--- src/rtl/fifo16x4_ctrl.sv ---
// fifo16x4_ctrl: FWFT FIFO controller for an external 16x4 async-read RAM plus a registered output word
module fifo16x4_ctrl #(
    parameter int AFULL_LVL  = 14,
    parameter int AEMPTY_LVL = 2
) (
    input  logic       clk_i,
    input  logic       rst_i,
    input  logic [3:0] di_i,
    input  logic       push_i,
    input  logic       pop_i,
    output logic [3:0] do_o,
    output logic       dvalid_o,
    output logic       full_o,
    output logic       empty_o,
    output logic       afull_o,
    output logic       aempty_o,
    output logic [4:0] count_o,
    output logic       ovf_o,
    output logic       unf_o,
    output logic [3:0] ram_wad_o,
    output logic [3:0] ram_di_o,
    output logic       ram_wre_o,
    output logic [3:0] ram_rad_o,
    input  logic [3:0] ram_do_i
);
    localparam logic [4:0] AF = 5'(AFULL_LVL);
    localparam logic [4:0] AE = 5'(AEMPTY_LVL);
    logic [3:0] wptr_q, wptr_d, rptr_q, rptr_d, do_q, do_d;
    logic [4:0] ram_cnt_q, ram_cnt_d;
    logic       dvalid_q, dvalid_d, ovf_q, ovf_d, unf_q, unf_d;
    logic       push_ok, pop_ok, load;
    assign push_ok = push_i & ~full_o;
    assign pop_ok  = pop_i & dvalid_q;
    // refill the output word whenever it is empty or being consumed; uses pre-edge ram_cnt so no bypass
    assign load    = (ram_cnt_q != 5'd0) & (~dvalid_q | pop_i);
    // next-state decode for pointers, occupancy, output word and sticky error flags
    always_comb begin
        wptr_d    = push_ok ? wptr_q + 4'd1 : wptr_q;
        rptr_d    = load ? rptr_q + 4'd1 : rptr_q;
        ram_cnt_d = ram_cnt_q + {4'd0, push_ok} - {4'd0, load};
        do_d      = load ? ram_do_i : do_q;
        dvalid_d  = load | (dvalid_q & ~pop_ok);
        ovf_d     = ovf_q | (push_i & full_o);
        unf_d     = unf_q | (pop_i & ~dvalid_q);
    end
    // state registers with synchronous reset
    always_ff @(posedge clk_i) begin
        if (rst_i) begin
            wptr_q    <= 4'd0;
            rptr_q    <= 4'd0;
            ram_cnt_q <= 5'd0;
            do_q      <= 4'h0;
            dvalid_q  <= 1'b0;
            ovf_q     <= 1'b0;
            unf_q     <= 1'b0;
        end else begin
            wptr_q    <= wptr_d;
            rptr_q    <= rptr_d;
            ram_cnt_q <= ram_cnt_d;
            do_q      <= do_d;
            dvalid_q  <= dvalid_d;
            ovf_q     <= ovf_d;
            unf_q     <= unf_d;
        end
    end
    assign count_o   = ram_cnt_q + {4'd0, dvalid_q};
    assign full_o    = ram_cnt_q == 5'd16;
    assign empty_o   = count_o == 5'd0;
    assign afull_o   = count_o >= AF;
    assign aempty_o  = count_o <= AE;
    assign do_o      = do_q;
    assign dvalid_o  = dvalid_q;
    assign ovf_o     = ovf_q;
    assign unf_o     = unf_q;
    assign ram_wad_o = wptr_q;
    assign ram_di_o  = di_i;
    assign ram_wre_o = push_ok & ~rst_i;
    assign ram_rad_o = rptr_q;
endmodule

--- config.mk ---
export PLATFORM = sky130hd
export DESIGN_NAME = fifo16x4_ctrl
export DESIGN_NICKNAME = d
export VERILOG_FILES = /design/src/rtl/fifo16x4_ctrl.sv
export SDC_FILE = /design/constraint.sdc
export NUM_CORES = 1
export LEC_CHECK = 0
export CORE_MARGIN = 3
export CORE_UTILIZATION = 39
export DETAILED_ROUTE_END_ITERATION = 8
export HOLD_SLACK_MARGIN = 0.12
export PLACE_DENSITY_LB_ADDON = 0.1
export SETUP_SLACK_MARGIN = 0.02
export SLEW_MARGIN = 20
export SYNTH_ARGS = -nofsm -noshare
export SYNTH_HDL_FRONTEND = slang
export SYNTH_SLANG_ARGS = --single-unit
--- constraint.sdc ---
create_clock -name clk_i -period 2.65 [get_ports clk_i]
set_input_delay 0.53 -clock clk_i [delete_from_list [all_inputs] [get_ports clk_i]]
set_output_delay 0.53 -clock clk_i [all_outputs]
set_load 0.005 [all_outputs]
# == Word-level counts from Yosys, hierarchy flattened ==
# Index checks and enable logic that the tools add are counted.
# totals
out_inout_bits,29
regBits,20
word_cells,32
inputBits,12
# classes
n_reduce_logical,2
eq_ne,1
n_addsub,5
order_cmp,2
bitwise_logic,15
# op_table
op,n
adder 5 x 1 -> 5 bit,2
"adder 4 x 1 -> 4 bit, second input constant",2
AND 1 bit,7
"equality test 5 bit, second input constant",1
"greater-or-equal comparator 5 x 4 -> 1 bit, second input constant",1
"<= comparator 5 x 2 -> 1 bit, second input constant",1
zero test 5 bit,1
nonzero test 5 bit,1
subtractor 5 x 1 -> 5 bit,1
NOT 1 bit,4
bitwise OR 1 bit,4

# == Depth between registers and ports, before layout ==
# Gate-level depths: netlist (run 1).
# logic_depth
ltp_word,5
mapped_depth,13
mapped_depth_nobuf,13

# == Worst setup path before layout (run 1) ==
# OpenSTA, ideal clock, no wires.
# synth_path
path_kind,flip-flop to flip-flop
startpoint,register ram_cnt_q[2]
endpoint,register ram_cnt_q[4]
required_ps,2519
setup_slack_ps,80
n_path_buf,0
arrival_time_ps,2439
path_stages_with_launch,14
synth_period_minus_slack_ps,2570
cell_sequence,dfxtp_1 inv_1 ha_1 nor4b_4 nor2_2 ha_1 inv_1 ha_1 inv_1 fa_1 nor2b_1 o21bai_1 a21oi_1 nor3b_1
# synth_via
elab_cells_between_ends,7
classes_between,add/sub (2); eq/ne (1); bitwise (3); reduce/logical (1)
# synth_rtl
item,line_no,text
start: declaration,29,"logic [4:0] ram_cnt_q, ram_cnt_d;"
start signal: assignment,59,ram_cnt_q <= ram_cnt_d;
nonzero test 5 bit,35,assign load = (ram_cnt_q != 5'd0) & (~dvalid_q | pop_i);
AND 1 bit,35,
named net load,31,"logic push_ok, pop_ok, load;"
subtractor 5 x 1 -> 5 bit,40,"ram_cnt_d = ram_cnt_q + {4'd0, push_ok} - {4'd0, load};"
# The timed path passes the listed nets, and every way through them passes these cells.
# A chain may end at the register's enable or synchronous reset.

# == Worst setup path in the final report (run 1) ==
# layout_path
startpoint,register ram_cnt_q[0]
endpoint,output port afull_o
# layout_via
elab_chain_len,2
# layout_lines
item,line_no,text
adder 5 x 1 -> 5 bit,66,"assign count_o = ram_cnt_q + {4'd0, dvalid_q};"
greater-or-equal comparator 5 x 4 -> 1 bit,69,assign afull_o = count_o >= AF;
end: declaration,15,"output logic afull_o,"
# No other way between the ends.

==> results of run 1 <==
[kinds of logic after synthesis]
| family | count (synthesis) |
|---|---|
| and+or+nand+nor | 42 |
| DFF | 20 |
| muxes | 4 |
| buffers and inverters | 17 |
| adders and majority gates | 13 |
| xor gates and xnor gates | 12 |
| AOI/OAI and AO/OA | 12 |
[worst max-delay path, stage by stage, from the launching register on]
cell             delay, ps
dfxtp_2                400
ha_1                   230
ha_4                   170
nand2_1                 70
xnor2_1                130
a31o_2                 220
clkdlybuf4s50_1        440
[cell usage in the layout (no fill, tap or decap), types with 3 or more instances in the layout]
cell type and count:
nand2_1 5, xor2_1 4, mux2i_1 4, clkdlybuf4s50_1 30, xnor2_1 7, clkbuf_4 3
nor2_1 16, inv_1 10, buf_4 8, nand3_1 5, dfxtp_2 4, nor3_1 4
a21oi_1 7, dfxtp_1 16, nor2b_1 3, ha_1 11
[layout make-up]
class | count | area [sq um]
timing repair buffer | 40 | 385
fill | 242 | 1020
tap | 30 | 37.5
multi-input combinational | 83 | 633
inverter | 10 | 37.5
clock buffer | 3 | 22.5
clock inverter | 1 | 30.0
sequential | 20 | 405
[per-layer routing]
| metal | GRT usage | routed length (microns) |
|---|---|---|
| met5 | 0 | 0 |
| met4 | 0.0777 | 46 |
| met3 | 0.0240 | 142 |
| met2 | 0.259 | 1050 |
| met1 | 0.168 | 974 |
[state kept, by name (all words and copies together) (netlist names)]
signal     flops
ram_wad_o      4
do_o           4
ram_rad_o      4
ovf_o          1
dvalid_o       1
unf_o          1
ram_cnt_q      5
[final timing paths]
| check | slack, ps | to | start |
|---|---|---|---|
| setup / recovery | 150 | afull_o | ram_cnt_q[0]$_SDFF_PP0_ |
| hold / removal | 480 | unf_o$_SDFF_PP0_ | unf_o$_SDFF_PP0_ |
| setup reg to reg | 210 | ram_cnt_q[4]$_SDFF_PP0_ | ram_cnt_q[3]$_SDFF_PP0_ |
| hold reg to reg | 480 | unf_o$_SDFF_PP0_ | unf_o$_SDFF_PP0_ |
[metrics by stage]
stage / setup WS [ps] / total power [mW] / setup TNS [ps]
global placement: -107 / 1.35 / -107
CTS: 22.9 / 1.65 / 0
finish: 146 / 1.65 / 0
global route: 23.5 / 1.80 / 0
detailed placement: -194 / 1.38 / -194
floorplan: 79.8 / 1.00 / 0
[power by group through the flow]
stage               sequential (mW)  clock (mW)  combinational [mW]
finish                        0.482       0.257               0.912
global route                  0.497       0.270                1.03
CTS                           0.479       0.263               0.907
detailed placement            0.483           0               0.897
global placement              0.476           0               0.872
floorplan                     0.465           0               0.537
[what timing repair did]
action | in CTS | in global routing
pin swaps | 0 | 2
gates resized for setup | 3 | 7
hold endpoints to repair | 0 | 0
setup endpoints to repair | 3 | 5
setup buffers | 0 | 1
==> impl_metrics.py, run 1 <==
metrics = {
    "die": {
        "core_sq_um": 2570,
        "dieArea_sq_um": 3490,
        "start_util": 0.428,
        "ios": 41,
        "die-height_microns": 59.1,
        "row_count": 18,
        "die_w_microns": 59.1,
    },
    "timing": {
        "finClkSkew_ps": 10.1,
        "hold_viol": 0,
        "worst_slew_pin_slew_ps": 326,
        "post-route-period-util": 0.945,
        "maxSlewHeadroom": 0.782,
        "slew_viol_final": 0,
        "setup_viol": 0,
        "hold_ws_ps": 483,
        "finalCriticalPeriod_ps": 2500,
        "rsz0062_at_grt": "false",
        "fmax_mhz": 399,
    },
    "yosys": {
        "synth_area_leader_cell": "dfxtp_1",
        "synth_compound_area_frac": 0.0626,
        "syn-cell-area_sq_um": 1100,
        "synth_edf_count": 0,
        "synth.avg_cell_area_sq_um": 9.17,
        "syn_inst": 120,
        "async_flop_share": 0,
        "synthAdderAreaFrac": 0.155,
        "ys_seq_area_frac": 0.364,
        "synth_cell_type_count": 26,
        "muxShareOfSynthArea": 0.0364,
        "synthXorXnorAreaFrac": 0.0956,
        "yosys.area_share.simple": 0.208,
        "yosysTopAreaCellShare": 0.364,
        "netlist_top_cells_area": "dfxtp_1 36%, ha_1 14%, xnor2_1 5.6%",
        "synth-seq-cells": 20,
        "synth_common_cells": "20 x dfxtp_1, 16 x nor2_1, 12 x ha_1, 10 x inv_1",
        "synth_top_family_by_area": "simple AND/OR/NAND/NOR gates",
        "synth_warnings": 0,
        "ys.flop_type": "dfxtp_1",
        "synth.most_common_cell": "dfxtp_1",
        "syn_nets": 145,
    },
    "power_and_ir_drop": {
        "p_seq_frac": 0.292,
        "switching_power_uw": 570,
        "intPower_mw": 1.08,
        "pwr-share-comb": 0.552,
        "p_per_area_nw_per_um2": 1060,
        "power_switching_share": 0.345,
        "p_clk_frac": 0.156,
        "p_leak_nw": 0.710,
        "vdd_drop_max_mv": 0.575,
    },
    "detailed_routing": {
        "routedWlPerCell_microns": 11.8,
        "wirelength_microns": 2210,
        "drc": 0,
        "dr.pass1.iters": 4,
        "vias": 912,
        "ant_nets": 0,
        "first_iter_violations": 26,
        "viasPerCell": 4.88,
    },
    "place": {
        "hpwl_microns": 1740,
        "routabilityCongestion": 0.789,
        "postPlaceCellArea_sq_um": 1460,
        "dp_cells": 182,
        "portBuffers": 32,
    },
    "setup_path": {
        "cp_max_fo": 4,
        "cp.required_ps": 2120,
        "critPathCaptureType": "primary output",
        "crit_type": "register to primary output",
        "critical_path_arrival_ps": 1970,
        "critPathLaunchType": "register",
        "r2r_cells": 13,
    },
    "global_routing": {
        "grt_pass1_wl_microns": 3930,
        "grt_pass1_vias": 926,
        "grt_max_degree": 21,
        "grt_use_total": 0.147,
        "grt_antenna_before_repair": 0,
        "overflow": 0,
    },
    "worst_hold_path": {
        "hold_class": "register to register",
        "min_path_cells": 2,
    },
    "outcome": {
        "outcome": "finished, final reports clean",
    },
    "cts": {
        "numCtsBuffers": 3,
        "clockBufferDepth": 2,
        "cts_sinks": 20,
        "postCtsHoldBufs": 0,
        "cts_tree": "built",
        "insertion_delay_ps": 310,
        "htreeDepth": 1,
        "clk_pin_slew_ps": 130,
        "clockRootBuffer": "clkbuf_4",
    },
    "cells_and_area": {
        "nNetsFinal": 183,
        "antenna-diode-count": 0,
        "syn2layout_area_growth_pct": 41.1,
        "utilization": 0.604,
        "drive_gt1_frac": 0.146,
        "fin_cells": 187,
        "postLayoutCellArea_sq_um": 1550,
    },
    "run": {
        "cap_violations": 0,
    },
}
Power figures use the tool's default switching activity.
==> run 2, diff against run 1 <==
--- a/config.mk
+++ b/config.mk
@@ -7,6 +7,7 @@
 export LEC_CHECK = 0
 export CORE_MARGIN = 3
 export CORE_UTILIZATION = 39
+export CTS_CLUSTER_DIAMETER = 100
 export DETAILED_ROUTE_END_ITERATION = 8
 export HOLD_SLACK_MARGIN = 0.12
 export PLACE_DENSITY_LB_ADDON = 0.1
==> results of run 2 <==
Same layout as run 1: the final DEF is identical, and so are final timing and power.
